File: src/rtl/detect_sched.sv
// Round-robin scheduler time-sharing one serial 1-0-1 detector among N_REQ bit-stream requesters.
// Optional in-frame abort on request drop: define DETECT_SCHED_ABORT_EN.
module detect_sched #(
  parameter int unsigned N_REQ     = 4,
  parameter int unsigned FRAME_LEN = 8,
  parameter int unsigned CNT_W     = 8
) (
  input  logic             clk,
  input  logic             rst,
  input  logic [N_REQ-1:0] req,
  input  logic [N_REQ-1:0] bit_in,
  output logic [N_REQ-1:0] gnt,
  output logic             shift,
  output logic             det_clr,
  output logic             det_in,
  input  logic             det_out,
  output logic             match,
  output logic             frame_done,
  output logic [2:0]       done_id,
  output logic [CNT_W-1:0] done_cnt,
  output logic             frame_abort
);

  localparam int unsigned IDX_W = 3;

  typedef enum logic [1:0] {IDLE, CLEAR, STREAM} state_t;

  state_t               state;
  logic [IDX_W-1:0]     last;
  logic [IDX_W-1:0]     owner;
  logic [IDX_W-1:0]     start;
  logic [IDX_W-1:0]     win;
  logic [CNT_W-1:0]     bit_cnt;
  logic [CNT_W-1:0]     match_cnt;
  logic [2*N_REQ-1:0]   req2;
  logic [N_REQ-1:0]     rot;
  logic [N_REQ-1:0]     bit_sel;
  logic                 in_stream;
`ifdef DETECT_SCHED_ABORT_EN
  logic [N_REQ-1:0]     req_sel;
  logic                 owner_req;
`endif

  // Round-robin pick: rotate requests so last+1 sits at bit 0, lowest set bit wins
  always_comb begin
    start = (last == IDX_W'(N_REQ - 1)) ? '0 : last + 1'b1;
    req2  = {req, req};
    rot   = N_REQ'(req2 >> start);
    win   = '0;
    for (int i = int'(N_REQ) - 1; i >= 0; i--) begin
      if (rot[i]) win = IDX_W'((int'(start) + i) % int'(N_REQ));
    end
  end

  // Detector-side decode; det_clr also follows rst so the detector flushes with us
  always_comb begin
    in_stream = (state == STREAM);
    bit_sel   = bit_in >> owner;
`ifdef DETECT_SCHED_ABORT_EN
    req_sel   = req >> owner;
    owner_req = req_sel[0];
    det_in    = in_stream & owner_req & bit_sel[0];
`else
    det_in    = in_stream & bit_sel[0];
`endif
    shift     = in_stream;
    det_clr   = rst | (state == CLEAR);
    match     = det_out & in_stream;
  end

  always_ff @(posedge clk) begin
    if (rst) begin
      state       <= IDLE;
      last        <= IDX_W'(N_REQ - 1);
      owner       <= '0;
      gnt         <= '0;
      bit_cnt     <= '0;
      match_cnt   <= '0;
      frame_done  <= 1'b0;
      frame_abort <= 1'b0;
      done_id     <= '0;
      done_cnt    <= '0;
    end else begin
      frame_done  <= 1'b0;
      frame_abort <= 1'b0;
      case (state)
        IDLE: begin
          if (|req) begin
            gnt       <= N_REQ'(1) << win;
            owner     <= win;
            last      <= win;
            bit_cnt   <= '0;
            match_cnt <= '0;
            state     <= CLEAR;
          end
        end
        CLEAR: state <= STREAM;
        STREAM: begin
`ifdef DETECT_SCHED_ABORT_EN
          if (!owner_req) begin
            gnt         <= '0;
            frame_abort <= 1'b1;
            done_id     <= owner;
            state       <= IDLE;
          end else
`endif
          begin
            bit_cnt <= bit_cnt + 1'b1;
            if (det_out) match_cnt <= match_cnt + 1'b1;
            // Final bit: report includes a hit landing on this very bit
            if (bit_cnt == CNT_W'(FRAME_LEN - 1)) begin
              frame_done <= 1'b1;
              done_id    <= owner;
              done_cnt   <= match_cnt + CNT_W'(det_out);
              gnt        <= '0;
              state      <= IDLE;
            end
          end
        end
        default: state <= IDLE;
      endcase
    end
  end

endmodule

File: config.mk
export PLATFORM = sky130hd
export DESIGN_NAME = detect_sched
export DESIGN_NICKNAME = d
export VERILOG_FILES = /design/src/rtl/detect_sched.sv
export SDC_FILE = /design/constraint.sdc
export NUM_CORES = 1
export LEC_CHECK = 0
export CAP_MARGIN = 15
export CORE_AREA = 5 5 68 70
export DETAILED_ROUTE_END_ITERATION = 10
export DIE_AREA = 0 0 73 75
export DONT_BUFFER_PORTS = 1
export HOLD_SLACK_MARGIN = 0.03
export PLACE_DENSITY = 0.59
export RECOVER_POWER = 100
export SLEW_MARGIN = 20
export SYNTH_ARGS = -nofsm -noshare
export SYNTH_HDL_FRONTEND = slang
export SYNTH_SLANG_ARGS = --single-unit
File: constraint.sdc
create_clock -name clk -period 3.7 [get_ports clk]
set_input_delay 0.925 -clock clk [delete_from_list [all_inputs] [get_ports clk]]
set_output_delay 0.925 -clock clk [all_outputs]
set_load 0.02 [all_outputs]
# After elaboration in Yosys (flattened, before gate mapping)
# Index checks and enable logic that the tools add are counted.
word_totals:
  register_bits: 40
  in_bits: 11
  out_inout_bits: 21
classes:
  add_sub_neg: 7
  n_eq_ne: 7
  shifts: 3
  mux: 16
  bitwise: 7
  n_reduce_logical: 13
op_table:
  columns: ["operator", "count"]
  rows:
  - ["$pmux 8 s2", 2]
  - ["$add 8x1->8 const B", 2]
  - ["$mux 8", 2]
  - ["$mux 3", 5]
  - ["$add 8x1->8", 1]
  - ["$eq 8x3->1 const B", 1]
  - ["$mux 4", 2]
  - ["$pmux 4 s2", 1]
  - ["$reduce_and 2->1", 4]
  - ["$reduce_or 2->1", 4]
  - ["$shr 8x3->4", 1]
  - ["$pmux 2 s3", 1]
  - ["$reduce_and 3->1", 2]
  - ["$add 2x2->2 const B", 2]
  - ["$mux 2", 2]
  - ["$ne 2x1->1 const B", 2]
  - ["$reduce_or 4->1", 1]
  - ["$shl 1x3->4 const A", 1]
  - ["$shr 4x3->1", 1]
  - ["$add 3x1->3 const B", 1]
  - ["$and 1x1->1 const A", 3]
  - ["$eq 3x2->1 const B", 1]
  - ["$add 2x1->2 const B", 1]
  - ["$and 1x1->1", 2]
  - ["other kinds (8)", 8]

# Longest topological paths before layout
# Gate-level depths: netlist of the first run.
depth:
  depth_word: 12
  ltp_mapped: 8
  ltp_nobuf: 6

# Worst setup path before layout of the first run
# No wires, ideal clock.
synth_path:
  path_kind: "input -> output"
  from: "input port bit_in[3]"
  to: "output port det_in"
  arrival_ns: 1.585
  required_ns: 2.775
  setup_slack_ns: 1.190
  stages: 2
  path_buffers: 0
  path_cell_list: "mux4_2 and2_1"
synth_via:
  elab_chain_len: 2
synth_rtl:
  columns: ["element", "line", "source"]
  rows:
  - ["start, declared", "11", "input logic [N_REQ-1:0] bit_in,"]
  - ["$shr 4x3->1", "58", "bit_sel = bit_in >> owner;"]
  - ["$and 1x1->1", "64", "det_in = in_stream & bit_sel[0];"]
  - ["end, declared", "15", "output logic det_in,"]
# No other way between the ends.

# Final worst setup path of the first run
layout_path:
  from: "register state[0]"
  to: "output port match"
layout_via:
  elab_chain_len: 2
layout_rtl:
  columns: ["element", "line", "source"]
  rows:
  - ["start, declared", "28", "state_t state;"]
  - ["start signal, assigned", "73", "state <= IDLE;"]
  - ["start signal, assigned", "94", "state <= CLEAR;"]
  - ["start signal, assigned", "97", "CLEAR: state <= STREAM;"]
  - ["$eq 2x2->1", "57", "in_stream = (state == STREAM);"]
  - ["via shift", "13", "output logic shift,"]
  - ["$and 1x1->1", "68", "match = det_out & in_stream;"]
  - ["end, declared", "17", "output logic match,"]
# The timed path passes the listed nets, and every way through them passes these cells.

==> results.json, run 1 <==
{
  "synth_top_family_by_area": "simple AND/OR/NAND/NOR gates",
  "groute.usage.overall": 0.1346,
  "synth_adder_area_share": 0.03582,
  "synth-simple-area-share": 0.2751,
  "postRouteAntennaNets": 0,
  "startpoint_type": "flip-flop",
  "fp.dieW_um": 73,
  "hpwl_um": 2513,
  "final_util": 0.4642,
  "synth_xor_area_frac": 0.06017,
  "synth_ff_type": "dfxtp_1",
  "num_vias": 1362,
  "fp-row-count": 23,
  "synth_area_per_cell_um2": 8.357,
  "place_area_um2": 1733,
  "worstHoldStart": "last[1]",
  "grt_max_degree": 34,
  "synthMuxAreaShare": 0.03152,
  "cts_made_buffers": 5,
  "area_delta_synth_final_pct": 4.011,
  "r2r_end": "match_cnt[2]",
  "grt_pass1_vias": 1276,
  "synth_edf_count": 0,
  "rrSetupSlack_ns": 1.67,
  "status": "finished clean",
  "root_buffer": "clkbuf_8",
  "die_area_um2": 5475,
  "cts.sink_count": 37,
  "seq_area_um2": 740.7,
  "ys_seq_area_frac": 0.4241,
  "worstPathMaxFanout": 12,
  "dr.first_iter.drc_count": 59,
  "clock_skew_ns": 0.004863,
  "portBuffers": 0,
  "n_antenna_cell": 0,
  "cap_viol_max_count": 0,
  "rr_startpoint": "state[0]",
  "p_leak_nw": 0.6186,
  "maxSlewHeadroom": 0.4180,
  "critical_path_class": "reg2out",
  "slew_viol_final": 0,
  "min_period_ns": 2.726,
  "grt_pass1_wl_um": 5802,
  "fmax_mhz": 366.9,
  "clock_latency_ns": 0.28,
  "drcViolationCount": 0,
  "ios": 32,
  "setup_viol": 0,
  "die_h_um": 75,
  "synth.distinct_cells": 39,
  "worstPathArrival_ns": 1.80,
  "critPathLaunch": "state[0]",
  "cp.required_ns": 2.77,
  "cts_tree": "built",
  "clk_pin_slew_ns": 0.07,
  "cts_setup_buffers": 0,
  "drive_above_1_share": 0.05825,
  "clock_path_buffers": 2,
  "drt-total-wl_um": 3416,
  "syn-cell-area_um2": 1747,
  "hold_buffers": 0,
  "hold_viol": 0,
  "routed_via_density": 5.320,
  "vdd.ir_drop.worst_v": 0.0002673,
  "whs_ns": 0.4867,
  "multiInputGateArea_um2": 919.6,
  "fin_cells": 256,
  "worstRegToRegCells": 6,
  "period_share": 0.7367,
  "ys_ff_latch": 37,
  "gp_congestion": 0.7254,
  "antenna_found_initial": 0,
  "htreeDepth": 2,
  "holdPathStages": 2,
  "n_fill_cell": 398,
  "synthCells": 209,
  "cts_resized": 0,
  "synthArstFlopShare": 0,
  "rsz0062_at_grt": "no",
  "drt-pass1-iter-count": 4,
  "worst_slew_pin_slew_ns": 0.8698,
  "layout_common_cells": "dfxtp_1 (37), nor2_1 (29), nand2_1 (26)",
  "post_drt_wl_per_cell_um": 13.34,
  "final_common_cell": "dfxtp_1",
  "end_kind": "primary output",
  "overflow": 0,
  "synth_compound_area_frac": 0.1211,
  "core_area_um2": 3914,
  "powerDensity_nw_per_um2": 457.5,
  "start_util": 0.4463,
  "fin_area_um2": 1817,
  "place_inst": 248,
  "hold_class": "reg2reg",
  "yosysWarnings": 0,
  "tns_ns": 0,
  "fin_nets": 221,
  "holdPathEnd": "last[1]"
}
## worst max path at each step
stage	end	slack [ns]
2_1_floorplan	det_in	1.19
3_3_place_gp	det_in	1.17
3_5_place_dp	det_in	1.18
4_1_cts	match	1.02
5_1_grt	match	0.88
6_report	match	0.97
## per-stage QoR
| stage | total power [mW] | setup WS (ns) |
|---|---|---|
| 6_report | 0.8311 | 0.9744 |
| 4_1_cts | 0.8410 | 1.022 |
| 2_1_floorplan | 0.5573 | 1.190 |
| 3_5_place_dp | 0.5720 | 1.178 |
| 5_1_grt | 0.8727 | 0.8762 |
| 3_3_place_gp | 0.5662 | 1.174 |
## final cells by class
class / instances / share of cell area
clock buffer: 5 / 0.03788
tap: 50 / 0.03444
multi-input combinational: 159 / 0.5062
sequential: 37 / 0.4077
inverter: 2 / 0.004132
clock inverter: 3 / 0.009642
## per-layer routing
metal  GRT usage  share of wire
met5           0              0
met4     0.04303         0.0094
met3     0.05474          0.090
met2      0.2085           0.41
met1      0.1710           0.49
## registers in the layout, indices dropped and copies added, names as in the netlist
| name | cells |
|---|---|
| last | 2 |
| gnt | 4 |
| done_id | 2 |
| match_cnt | 8 |
| done_cnt | 8 |
| owner | 2 |
| frame_done | 1 |
| state | 2 |
| bit_cnt | 8 |
## power by group
group	internal (mW)	switching (mW)
registers	0.418	0.0247
clock network	0.130	0.139
logic	0.0441	0.0761
## cells by family after synthesis
family / Yosys count
AND/OR/NAND/NOR: 99
AO/OA/AOI/OAI: 37
flip-flops: 37
buffers and inverters: 14
XOR/XNOR: 12
adder cells (fa/ha/maj): 5
multiplexers: 4
other: 1
## critical path: stages (launching register included)
cell and delay [ns]:
dfxtp_1 0.32, nand2b_1 0.26, inv_1 0.46, and2_0 0.48
## synthesized netlist by cell type (2+ instances only)
master     n  area share
and2_1     2      0.0072
nand3b_1   4       0.017
nor4_1     3       0.011
clkbuf_1   4      0.0086
buf_6      2       0.013
o21ai_0    4       0.011
inv_1      2      0.0043
nand2_1   26       0.056
nor3_1     3      0.0086
and4_1     2       0.010
dfxtp_1   37        0.42
mux2_2     2       0.013
xor2_1     7       0.035
a211oi_1   7       0.030
or2_1      2      0.0072
buf_4      5       0.021
a21oi_1   22       0.063
nand3_1   15       0.043
nor2_1    28       0.060
xnor2_1    5       0.025
nand2b_1   5       0.018
ha_1       5       0.036
Power figures use the tool's default switching activity.
==> run 2, diff against run 1 <==
clock period = 2.8 ns   (was 3.7 ns; I/O delays follow)
==> results.json, run 2 (synthesized netlist as in run 1, its figures left out) <==
{
  "status": "finished clean",
  "die_area_um2": 5475,
  "maxSlewHeadroom": 0.3976,
  "cts_resized": 0,
  "portBuffers": 0,
  "final_util": 0.4763,
  "worstPathArrival_ns": 1.76,
  "gp_congestion": 0.7711,
  "slew_viol_final": 0,
  "drt-pass1-iter-count": 4,
  "num_vias": 1388,
  "setup_viol": 0,
  "cts_made_buffers": 5,
  "min_period_ns": 2.462,
  "drive_above_1_share": 0.05825,
  "antenna_found_initial": 0,
  "layout_common_cells": "dfxtp_1 (37), nor2_1 (29), nand2_1 (26)",
  "start_util": 0.4463,
  "rr_startpoint": "bit_cnt[3]",
  "routed_via_density": 5.422,
  "fp-row-count": 23,
  "drcViolationCount": 0,
  "hold_class": "in2reg",
  "use_met2": 0.2274,
  "worstPathMaxFanout": 12,
  "critical_path_class": "reg2out",
  "top_usage_layer": "met2",
  "drt-total-wl_um": 3513,
  "hold_viol": 0,
  "ios": 32,
  "final_common_cell": "dfxtp_1",
  "clk_pin_slew_ns": 0.07,
  "post_drt_wl_per_cell_um": 13.72,
  "cts.sink_count": 37,
  "worst_slack_ns": 0.3376,
  "fp.dieW_um": 73,
  "grt_max_degree": 34,
  "place_worst_setup_slack_ns": 0.6273,
  "hpwl_um": 2621,
  "period_share": 0.8794,
  "use_met3": 0.06943,
  "area_delta_synth_final_pct": 6.734,
  "core_area_um2": 3914,
  "fin_nets": 221,
  "p_total_mw": 1.284,
  "clock_latency_ns": 0.29,
  "fmax_mhz": 406.1,
  "dr.first_iter.drc_count": 50,
  "p_leak_nw": 0.6428,
  "rrSetupSlack_ns": 0.74,
  "overflow": 0,
  "worstRegToRegCells": 5,
  "rsz0062_at_grt": "no",
  "r2r_end": "done_cnt[6]",
  "worst_slew_pin_slew_ns": 0.9003,
  "cap_viol_max_count": 0,
  "critPathLaunch": "state[0]",
  "root_buffer": "clkbuf_8",
  "groute.usage.overall": 0.1408,
  "powerDensity_nw_per_um2": 689.0,
  "grt_pass1_vias": 1347,
  "grt_pass1_wl_um": 6009,
  "reg.largest.list": "bit_cnt: 8 flops, done_cnt: 8 flops, match_cnt: 8 flops",
  "tns_ns": 0,
  "htreeDepth": 2,
  "startpoint_type": "flip-flop",
  "cts_setup_buffers": 0,
  "n_antenna_cell": 0,
  "hold_buffers": 0,
  "fin_cells": 256,
  "end_kind": "primary output",
  "die_h_um": 75,
  "vdd.ir_drop.worst_v": 0.0003304,
  "postRouteAntennaNets": 0,
  "cp.required_ns": 2.10,
  "cts_tree": "built",
  "clock_path_buffers": 2,
  "place_inst": 248,
  "met1_usage": 0.1639,
  "crit_end": "match",
  "clock_skew_ns": 0.005305
}
==> run 2: cell types whose count changed in the layout (fill, tap and decap cells not counted) <==
cell,delta
bufinv_16,+2
clkinv_2,-1
clkinvlp_4,-1
==> run 2: worst min-delay path by stage <==
stage            start        to  slack [ns]  depth (start not counted)
2_1_floorplan  last[1]   last[1]        0.44                          2
3_3_place_gp   last[1]   last[1]        0.46                          2
3_5_place_dp   last[1]   last[1]        0.45                          2
4_1_cts            rst  state[1]        0.46                          1
5_1_grt            rst    gnt[0]        0.45                          1
6_report           rst    gnt[1]        0.47                          1
==> run 2: through the flow <==
step                      hold slack, ns  area [um2]
after CTS                         0.4617        1867
after floorplan                   0.4424        1750
final                             0.4687        1864
after global routing              0.4491        1864
after detailed placement          0.4530        1733
after global placement            0.4562        1733
==> run 2: area by class of cell <==
class	instances	area, um2
Inverter	2	7.507
Sequential cell	37	740.7
Tap cell	50	62.56
Fill cell	402	2049
Clock buffer	5	68.82
Clock inverter	3	65.06
Multi-Input combinational cell	159	919.6
==> run 2: routing by layer <==
layer  vias to the layer above  share of wire
met2                        38           0.44
li1                        714              -
met4                         0          0.013
met3                         5          0.096
met5                         -              0
met1                       631           0.45
==> run 2: worst max-delay path: stages, from the launching register on <==
cell	delay, ns
dfxtp_1	0.32
nand2b_1	0.25
inv_1	0.43
and2_0	0.47
==> run 2: power by group <==
part	switching [mW]	internal, mW
Clock	0.187	0.354
Sequential	0.0322	0.552
Combinational	0.101	0.0584
Total	0.320	0.964
==> run 3, diff against run 2 <==
ABC_AREA = 1   (was default)
CORE_AREA = 5 5 72 74   (was 5 5 68 70)
DIE_AREA = 0 0 77 79   (was 0 0 73 75)
==> results.json, run 3 <==
{
  "status": "finished clean",
  "worstPathArrival_ns": 1.56,
  "synth.distinct_cells": 33,
  "synth_area_leaders": "dfxtp_1 (38%), nand2_1 (13%), inv_1 (7.4%), nor2_1 (5.9%), nand3_1 (5.8%)",
  "synth_edf_count": 0,
  "fmax_mhz": 442.8,
  "crit_cells": 4,
  "gp_congestion": 0.8311,
  "critPathLaunch": "state[1]",
  "reg.largest.list": "bit_cnt: 8 flops, done_cnt: 8 flops, match_cnt: 8 flops",
  "p_leak_nw": 0.8971,
  "r2r_end": "done_cnt[6]",
  "tns_ns": 0,
  "hold_buffers": 0,
  "synth_area_per_cell_um2": 6.866,
  "final_common_cell": "nand2_1",
  "use_met3": 0.05669,
  "netlist.area_leader.share": 0.3759,
  "met1_usage": 0.1879,
  "cts_setup_buffers": 0,
  "powerDensity_nw_per_um2": 848.5,
  "grt_max_degree": 19,
  "root_buffer": "clkbuf_8",
  "critical_path_class": "reg2out",
  "synthCells": 287,
  "yosysTopAreaCell": "dfxtp_1",
  "clk_pin_slew_ns": 0.07,
  "cp.required_ns": 2.10,
  "place_area_um2": 2007,
  "synth_ff_type": "dfxtp_1",
  "drcViolationCount": 0,
  "startpoint_type": "flip-flop",
  "fp-row-count": 25,
  "whs_ns": 0.4632,
  "synthArstFlopShare": 0,
  "worstPathMaxFanout": 14,
  "yosysWarnings": 0,
  "cts_resized": 0,
  "ys_ff_latch": 37,
  "hold_class": "reg2reg",
  "n_antenna_cell": 0,
  "setup_viol": 0,
  "start_util": 0.4345,
  "grt_pass1_vias": 1472,
  "rr_startpoint": "bit_cnt[0]",
  "cts_made_buffers": 5,
  "final_util": 0.4593,
  "top_usage_layer": "met2",
  "clock_latency_ns": 0.28,
  "crit_end": "det_in",
  "slowest_delay_ns": 0.40,
  "vdd.ir_drop.worst_v": 0.0004766,
  "post_drt_wl_per_cell_um": 11.73,
  "clock_path_buffers": 2,
  "drt-total-wl_um": 4035,
  "drive_above_1_share": 0.04483,
  "postRouteAntennaNets": 0,
  "min_period_ns": 2.258,
  "die_h_um": 79,
  "htreeDepth": 2,
  "portBuffers": 0,
  "cts.sink_count": 37,
  "overflow": 0,
  "synth_common_cells": "nand2_1 (68), inv_1 (39), dfxtp_1 (37)",
  "cp_top_family": "compound AO/OA/AOI/OAI gates",
  "cts_tree": "built",
  "clock_skew_ns": 0.005007,
  "dr.first_iter.drc_count": 118,
  "core_area_um2": 4536,
  "layout_common_cells": "nand2_1 (71), inv_1 (39), dfxtp_1 (37)",
  "n_fill_cell": 463,
  "cp_slowest_cell": "a21oi_1",
  "syn-cell-area_um2": 1971,
  "routed_via_density": 4.860,
  "drt-pass1-iter-count": 4,
  "die_area_um2": 6083,
  "grt_pass1_wl_um": 6934,
  "fp.dieW_um": 77,
  "rrSetupSlack_ns": 0.66,
  "yosysMostFrequentCell": "nand2_1",
  "groute.usage.overall": 0.1417,
  "cpMostUsedCell": "inv_1",
  "end_kind": "primary output",
  "num_vias": 1672,
  "slew_viol_final": 0,
  "hpwl_um": 3081,
  "use_met2": 0.2071,
  "cap_viol_max_count": 0,
  "area_delta_synth_final_pct": 5.714,
  "ys_seq_area_frac": 0.3759,
  "p_total_mw": 1.768,
  "hold_viol": 0,
  "critical_path.cell_chain": "inv_1 > nor2_4 > inv_1 > a21oi_1",
  "worstRegToRegCells": 8,
  "fin_area_um2": 2083,
  "fin_nets": 305,
  "period_share": 0.8065,
  "antenna_found_initial": 0,
  "rsz0062_at_grt": "no",
  "ios": 32,
  "critPathBufInv": 2
}
run 3: kinds of logic (layout without fill, tap and decap cells):
group	Yosys count	in the layout	share of synthesized area
AND/OR/NAND/NOR	145	145	0.3390
buffers and inverters	47	49	0.09840
AO/OA/AOI/OAI	48	48	0.1352
flip-flops	37	37	0.3759
adder cells (fa/ha/maj)	5	5	0.03175
XOR/XNOR	4	4	0.01778
other	1	2	0.001903
run 3: per-layer routing:
metal | vias up | wire length (um)
met2 | 42 | 1631
met4 | 0 | 48
li1 | 931 | -
met5 | - | 0
met3 | 4 | 349
met1 | 695 | 2005
run 3: area by class of cell:
cell class	instances	area, um2	share of cell area
multi-input combinational	204	999.7	0.4799
tap	54	67.56	0.03243
inverter	40	151.4	0.07267
timing repair buffer	1	7.507	0.003604
sequential	37	740.7	0.3556
clock inverter	1	30.03	0.01441
clock buffer	7	86.33	0.04144
run 3: worst min-delay path by stage:
stage | startpoint | to | slack, ns | cells after the start
6_report | bit_cnt[7] | bit_cnt[7] | 0.46 | 2
5_1_grt | rst | gnt[2] | 0.45 | 1
4_1_cts | rst | bit_cnt[1] | 0.46 | 1
3_5_place_dp | bit_cnt[7] | bit_cnt[7] | 0.45 | 2
3_3_place_gp | bit_cnt[7] | bit_cnt[7] | 0.46 | 2
2_1_floorplan | bit_cnt[7] | bit_cnt[7] | 0.44 | 2
run 3: per-stage QoR:
step,std cells,setup WS (ns)
floorplan,288,0.6908
global placement,336,0.7804
global route,344,0.3623
CTS,344,0.4488
finish,344,0.5417
detailed placement,336,0.7511
run 3: power breakdown:
group	internal (mW)	switching, mW
Sequential	0.588	0.0777
Clock	0.290	0.180
Combinational	0.209	0.423
Total	1.09	0.681
run 3: worst register-to-register path: cells and delay by family, from the launching register on:
kind                     cells  cell delay (ns)
AND/OR/NAND/NOR              4             0.79
flip-flops                   1             0.37
buffers and inverters        1             0.40
AO/OA/AOI/OAI                2             0.28
adder cells (fa/ha/maj)      1             0.20
